### src/rtl/lsu_pkg.sv
// Shared state encoding and default sizing for the load/store unit.
package lsu_pkg;

  typedef enum logic [1:0] {
    IDLE = 2'd0,
    REQ  = 2'd1,
    DONE = 2'd2,
    ERR  = 2'd3
  } lsu_state_t;

  localparam int LSU_DW      = 8;
  localparam int LSU_AW      = 8;
  localparam int LSU_RW      = 4;
  localparam int LSU_TIMEOUT = 15;

endpackage

### src/rtl/lsu_wait_timer.sv
// Counts REQ cycles without an acknowledge and flags when the wait budget is used up.
module lsu_wait_timer
  import lsu_pkg::*;
#(
  parameter int TIMEOUT = LSU_TIMEOUT
) (
  input  logic clk,
  input  logic reset,
  input  logic clear_i,
  input  logic inc_i,
  output logic expired_o
);

  localparam int CW = $clog2(TIMEOUT + 1);

  logic [CW-1:0] cnt_q;
  logic [CW-1:0] cnt_d;

  // Expiry is seen in the cycle whose missing ack would bring the count to TIMEOUT.
  assign expired_o = (cnt_q == CW'(TIMEOUT - 1));

  always_comb begin
    cnt_d = cnt_q;
    if (clear_i) begin
      cnt_d = '0;
    end else if (inc_i && !expired_o) begin
      cnt_d = cnt_q + CW'(1);
    end
  end

  always_ff @(posedge clk or posedge reset) begin
    if (reset) begin
      cnt_q <= '0;
    end else begin
      cnt_q <= cnt_d;
    end
  end

endmodule

### src/rtl/lsu_mem_access.sv
// Multi-cycle load/store unit between register file and data memory (req/ack handshake).
// Optional REQ wait timeout is enabled by defining LSU_TIMEOUT_EN.
module lsu_mem_access
  import lsu_pkg::*;
#(
  parameter int DW = LSU_DW,
  parameter int AW = LSU_AW,
  parameter int RW = LSU_RW
`ifdef LSU_TIMEOUT_EN
  ,
  parameter int TIMEOUT = LSU_TIMEOUT
`endif
) (
  input  logic          clk,
  input  logic          reset,
  input  logic          start,
  input  logic          is_store,
  input  logic [RW-1:0] rd_dest,
  input  logic [AW-1:0] addr,
  input  logic [DW-1:0] st_data,
  output logic          busy,
  output logic          done,
  output logic          err,
  output logic          mem_req,
  output logic          mem_we,
  output logic [AW-1:0] mem_addr,
  output logic [DW-1:0] mem_wdata,
  input  logic [DW-1:0] mem_rdata,
  input  logic          mem_ack,
  output logic          rf_wr_en,
  output logic [RW-1:0] rf_wr_addr,
  output logic [DW-1:0] rf_dat
);

  lsu_state_t    state_q;
  logic          is_store_q;
  logic [RW-1:0] rd_dest_q;
  logic          mem_req_q;
  logic          mem_we_q;
  logic [AW-1:0] mem_addr_q;
  logic [DW-1:0] mem_wdata_q;
  logic          done_q;
  logic          rf_wr_en_q;
  logic [RW-1:0] rf_wr_addr_q;
  logic [DW-1:0] rf_dat_q;

`ifdef LSU_TIMEOUT_EN
  logic err_q;
  logic expired;

  lsu_wait_timer #(
    .TIMEOUT(TIMEOUT)
  ) u_wait_timer (
    .clk      (clk),
    .reset    (reset),
    .clear_i  (state_q == IDLE && start),
    .inc_i    (state_q == REQ && !mem_ack),
    .expired_o(expired)
  );

  assign err = err_q;
`else
  assign err = 1'b0;
`endif

  assign busy       = (state_q != IDLE);
  assign done       = done_q;
  assign mem_req    = mem_req_q;
  assign mem_we     = mem_we_q;
  assign mem_addr   = mem_addr_q;
  assign mem_wdata  = mem_wdata_q;
  assign rf_wr_en   = rf_wr_en_q;
  assign rf_wr_addr = rf_wr_addr_q;
  assign rf_dat     = rf_dat_q;

  always_ff @(posedge clk or posedge reset) begin
    if (reset) begin
      state_q      <= IDLE;
      is_store_q   <= 1'b0;
      rd_dest_q    <= '0;
      mem_req_q    <= 1'b0;
      mem_we_q     <= 1'b0;
      mem_addr_q   <= '0;
      mem_wdata_q  <= '0;
      done_q       <= 1'b0;
      rf_wr_en_q   <= 1'b0;
      rf_wr_addr_q <= '0;
      rf_dat_q     <= '0;
`ifdef LSU_TIMEOUT_EN
      err_q        <= 1'b0;
`endif
    end else begin
      done_q     <= 1'b0;
      rf_wr_en_q <= 1'b0;
`ifdef LSU_TIMEOUT_EN
      err_q      <= 1'b0;
`endif
      case (state_q)
        IDLE: begin
          if (start) begin
            is_store_q  <= is_store;
            rd_dest_q   <= rd_dest;
            mem_addr_q  <= addr;
            mem_wdata_q <= st_data;
            mem_req_q   <= 1'b1;
            mem_we_q    <= is_store;
            state_q     <= REQ;
          end
        end
        REQ: begin
          // An ack always wins over a timeout landing in the same cycle.
          if (mem_ack) begin
            mem_req_q  <= 1'b0;
            mem_we_q   <= 1'b0;
            done_q     <= 1'b1;
            rf_wr_en_q <= !is_store_q;
            if (!is_store_q) begin
              rf_wr_addr_q <= rd_dest_q;
              rf_dat_q     <= mem_rdata;
            end
            state_q <= DONE;
          end
`ifdef LSU_TIMEOUT_EN
          else if (expired) begin
            mem_req_q <= 1'b0;
            mem_we_q  <= 1'b0;
            done_q    <= 1'b1;
            err_q     <= 1'b1;
            state_q   <= ERR;
          end
`endif
        end
        DONE:    state_q <= IDLE;
        ERR:     state_q <= IDLE;
        default: state_q <= IDLE;
      endcase
    end
  end

endmodule

### config.mk
export PLATFORM = sky130hd
export DESIGN_NAME = lsu_mem_access
export DESIGN_NICKNAME = d
export VERILOG_FILES = /design/src/rtl/lsu_pkg.sv /design/src/rtl/lsu_wait_timer.sv /design/src/rtl/lsu_mem_access.sv
export SDC_FILE = /design/constraint.sdc
export NUM_CORES = 1
export LEC_CHECK = 0
export BUFFER_PORTS_ARGS = -buffer_cell sky130_fd_sc_hd__buf_2
export CELL_PAD_IN_SITES_DETAIL_PLACEMENT = 1
export CELL_PAD_IN_SITES_GLOBAL_PLACEMENT = 1
export CORE_MARGIN = 5
export CORE_UTILIZATION = 36
export CTS_CLUSTER_DIAMETER = 120
export DETAILED_ROUTE_END_ITERATION = 10
export GPL_TIMING_DRIVEN = 1
export MAX_ROUTING_LAYER = met4
export PLACE_DENSITY_LB_ADDON = 0.1
export SYNTH_ARGS = -nofsm -noshare
export SYNTH_HDL_FRONTEND = slang
export SYNTH_SLANG_ARGS = --single-unit
export TNS_END_PERCENT = 5
### constraint.sdc
create_clock -name clk -period 1.9 [get_ports clk]
set_input_delay 0.285 -clock clk [delete_from_list [all_inputs] [get_ports clk]]
set_output_delay 0.285 -clock clk [all_outputs]
set_load 0.01 [all_outputs]
---- Word-level counts from Yosys, hierarchy flattened ----
Cells that the tools add are included.
operators by class
  muxes and demuxes ....................... 12
  eq/ne operators ......................... 5
  reductions and logical operators ........ 9
  bitwise gates (word level) .............. 1
operator list
  cell                                                 number
  2-to-1 mux 1 bit                                     7
  case mux 2 bit (3 select lines)                      1
  AND reduction 3 bit                                  2
  equality test 2 bit, second input constant           2
  2-to-1 mux 2 bit                                     2
  != test 2 bit, second input constant                 2
  case mux 1 bit (2 select lines)                      2
  AND reduction 2 bit                                  2
  nonzero test 2 bit                                   2
  equality test 2 x 1 -> 1 bit, second input constant  1
  logical NOT 2 bit                                    1
  OR reduction 2 bit                                   1
  logical NOT 1 bit                                    1
  NOT 1 bit                                            1
storage, ports and cells
  output and inout bits ................... 34
  bits in registers ....................... 39
  input bits .............................. 33
  logic and storage cells ................. 38

---- Logic depth before layout (Yosys ltp) ----
  depth after elaboration ................. 3
  mapped depth ............................ 5
  mapped depth without buffers ............ 3

---- Worst setup path before layout ----
OpenSTA, ideal clock, no wires.
  path type ............................... reg2reg
  from .................................... reg state_q[0]
  to ...................................... reg mem_addr_q[7], in the netlist mem_addr[7]
  library setup time ...................... 0.125 ns
  buffers on the path ..................... 1
  path slack .............................. 0.402 ns
  arrival time ............................ 1.373 ns
  clock period less this slack ............ 1.498 ns
  stages on the path, launching flop included .. 4
  required time ........................... 1.775 ns
  cell sequence ........................... dfrtp_1 -> nor3b_1 -> buf_2 -> mux2_2
on the way
  longest elaborated chain between the ends .. 2
RTL lines
  element                               RTL line               text
  from (decl)                           lsu_mem_access.sv:35   lsu_state_t state_q;
  from (signal assigned)                lsu_mem_access.sv:78   state_q <= IDLE;
  from (signal assigned)                lsu_mem_access.sv:107  state_q <= REQ;
  from (signal assigned)                lsu_mem_access.sv:121  state_q <= DONE;
  logical NOT 2 bit                     lsu_mem_access.sv:98   case (state_q)
  AND reduction 2 bit (no source line)  n/a
  to (signal assigned)                  lsu_mem_access.sv:103  mem_addr_q <= addr;
  to (decl)                             lsu_mem_access.sv:40   logic [AW-1:0] mem_addr_q;
No other way between the ends.
A chain may end at the register's enable or synchronous reset.

---- Worst setup path in the final report ----
  from .................................... reg state_q[1]
  to ...................................... reg rf_wr_addr_q[2], in the netlist rf_wr_addr[2]
on the way
  longest elaborated chain between the ends .. 2
RTL lines
  element                               RTL line               text
  equality test 2 x 1 -> 1 bit          lsu_mem_access.sv:98
  AND reduction 3 bit (no source line)  n/a
  to (signal assigned)                  lsu_mem_access.sv:118  rf_wr_addr_q <= rd_dest_q;
  to (decl)                             lsu_mem_access.sv:44   logic [RW-1:0] rf_wr_addr_q;
No other way between the ends.

==> flow_summary.yaml <==
run_status:
  run_status: "completed"
final_layout:
  antenna_cells: 0
  flow.area_growth_from_synthesis_pct: 31.5
  final_nets: 201
  layout-drive-gt1-share_pct: 66.3
critical_path:
  startpoint_type: "register"
  worstPathMaxFanout: 13
  timing.critical_path.to_type: "register"
  cp_data_arrival_time_ns: 1.65
  critical_setup_path_class: "register to register"
  worstPathRequired_ns: 2.08
timing:
  achievable-frequency_mhz: 679
  fin_skew_ns: 0.0121
  final-hold-violation-count: 0
  setup_violations: 0
  grt_setup_unrepaired: "no"
  period_needed_ns: 1.47
  timing.hold.ws_ns: 0.101
  fin_crit_sh_pct: 77.5
  setup_total_negative_slack_ns: 0
  slew_viol_final: 0
clock_tree:
  clk_pin_slew_ns: 0.08
  cts.hold.buffers_added: 0
  cts_sinks: 39
  clock_tree.htree_level_count: 2
  worstSkewPairLatency_ns: 0.30
  post_cts_resize_count: 0
  cts_buffer_depth: 2
  clock_tree.root_cell: "clkbuf_8"
  cts_inserted_buffers: 5
  cts_tree: "yes"
  post-cts-setup-buffers: 0
place:
  io_buffers: 65
  place.detailed.hpwl_mm: 2.63
  gpl.final_weighted_congestion: 0.825
power:
  ir_worst_vdd_uv: 610
  total_power_per_unit_cell_area_nw_per_um2: 1530
  cellLeakagePower_nw: 1.01
  totalPowerFinal_mw: 3.10
routing:
  final_antenna_net_count: 0
  drt_iter0_drcs: 63
  route.final.wire_length_mm: 3.41
  wl_per_instance_um: 15.6
  drt_drc_violations_left: 0
  route.vias.total: 1023
  vias_per_cell: 4.67
  detailedRoute.firstPassIterationCount: 4
grt:
  antenna_found_initial: 0
  leftover_overflow_at_the_end_of_global_routing: 0
  grt_max_degree: 40
  globalRouteTotalUtil_pct: 13.4
  grt_pass1_wl_mm: 5.42
  first_global_vias: 1155
synthesis:
  syn_avg_cell_area_um2: 15.7
  register_bit_total_from_synthesis: 39
  syn_inst: 98
  synth.distinct_cells: 18
  yosys_warnings: 0
  synthesis.area_um2: 1540
  yosysSeqAreaShare_pct: 63.5
  synthesis.nets: 131
hold_path:
  hold_path.class: "input pin to async pin"
floorplan:
  floorplan.initialDensity_pct: 37.9
  placeableCoreArea_um2: 4060
  die_area_um2: 5680
  chip_height_um: 75.4
  ios: 67
  rows: 23
  floorplan.die.width_um: 75.4
flow_run:
  max-cap-violations: 0
[Yosys cell counts]
cell	n	share of area (%)
and3b_2	2	1.3
nor2_1	1	0.24
dfrtp_1	39	63
nor3b_1	1	0.49
nor2b_1	1	0.41
conb_1	1	0.24
mux2_4	9	8.8
buf_4	1	0.49
and2_4	1	0.57
buf_12	1	1.3
mux2_2	23	17
o21ai_0	4	1.3
buf_2	2	0.65
nand2_1	2	0.49
buf_6	1	0.73
o311ai_0	1	0.57
inv_1	6	1.5
a21oi_1	2	0.65
[area by class of cell]
cell class                      instances  area [µm²]
Inverter                                6        22.5
Timing Repair Buffer                   68         348
Tap cell                               50        62.6
Fill cell                             438        2040
Clock buffer                            6        82.6
Clock inverter                          2        35.0
Multi-Input combinational cell         48         495
Sequential cell                        39         976
[where the power goes]
group          leakage, nW  switching (mW)  internal [mW]  total [mW]
clock               0.0612           0.285          0.425       0.710
sequential           0.464           0.177           1.17        1.35
combinational        0.490           0.459          0.581        1.04
[logic make-up after synthesis]
family,count (synthesis),synth area share [%]
and+or+nand+nor,8,3.50
muxes,32,25.6
DFF,39,63.5
other,1,0.244
buffers and inverters,11,4.64
AOI/OAI and AO/OA,7,2.52
[sequential cells by signal, summed over array words and instances, names as in the netlist]
signal / flops
rf_dat: 8
mem_req: 1
rf_wr_addr: 4
mem_wdata: 8
rf_wr_en: 1
is_store_q: 1
state_q: 2
mem_we: 1
mem_addr: 8
done: 1
rd_dest_q: 4
[layer usage]
metal  global-route usage, %  share of wire [%]
met1                    14.3                 36
met2                    22.5                 53
met3                    4.62                9.2
met4                    5.83                1.8
met5                       -                  0
[cell usage in the layout (no fill, tap or decap)]
cell	synthesis	layout
mux2_4	9	9
mux2_2	23	23
inv_1	6	6
conb_1	1	1
a21oi_1	2	2
clkinv_2	0	1
and3b_2	2	2
and2_4	1	1
buf_4	1	3
buf_2	2	65
o311ai_0	1	1
nor3b_2	0	1
bufinv_16	0	1
nor2b_1	1	1
nor2_1	1	1
clkbuf_8	0	6
o21ai_0	4	4
nand2_1	2	2
dfrtp_1	39	39
[through the flow]
stage / worst slack, ns / cell area, µm² / utilization (%) / std cells
after floorplan: 0.402 / 1540 / - / 98
after global placement: 0.476 / 1900 / 46.9 / 211
after detailed placement: 0.446 / 1900 / 46.9 / 211
after CTS: 0.423 / 2020 / 49.8 / 219
after global routing: 0.376 / 2020 / 49.8 / 219
final: 0.428 / 2020 / 49.8 / 219
[worst max-delay path, stage by stage (launching register included)]
cell     delay [ns]
dfrtp_1        0.45
and3b_2        0.27
and2_4         0.27
mux2_2         0.35
[path summary, 6_finish.rpt]
| check | from | end | slack (ns) | depth (start not counted) |
|---|---|---|---|---|
| max | state_q[1] | rf_wr_addr[2] | 0.43 | 3 |
| min | reset | mem_wdata[1] | 0.10 | 3 |
| max reg2reg | state_q[1] | rf_wr_addr[2] | 0.43 | 3 |
| min reg2reg | mem_addr[5] | mem_addr[5] | 0.50 | 1 |
| max in group asynchronous | reset | mem_addr[3] | 1.46 | 3 |
| min in group clk | st_data[1] | mem_wdata[1] | 0.22 | 2 |
Power figures use the tool's default switching activity.
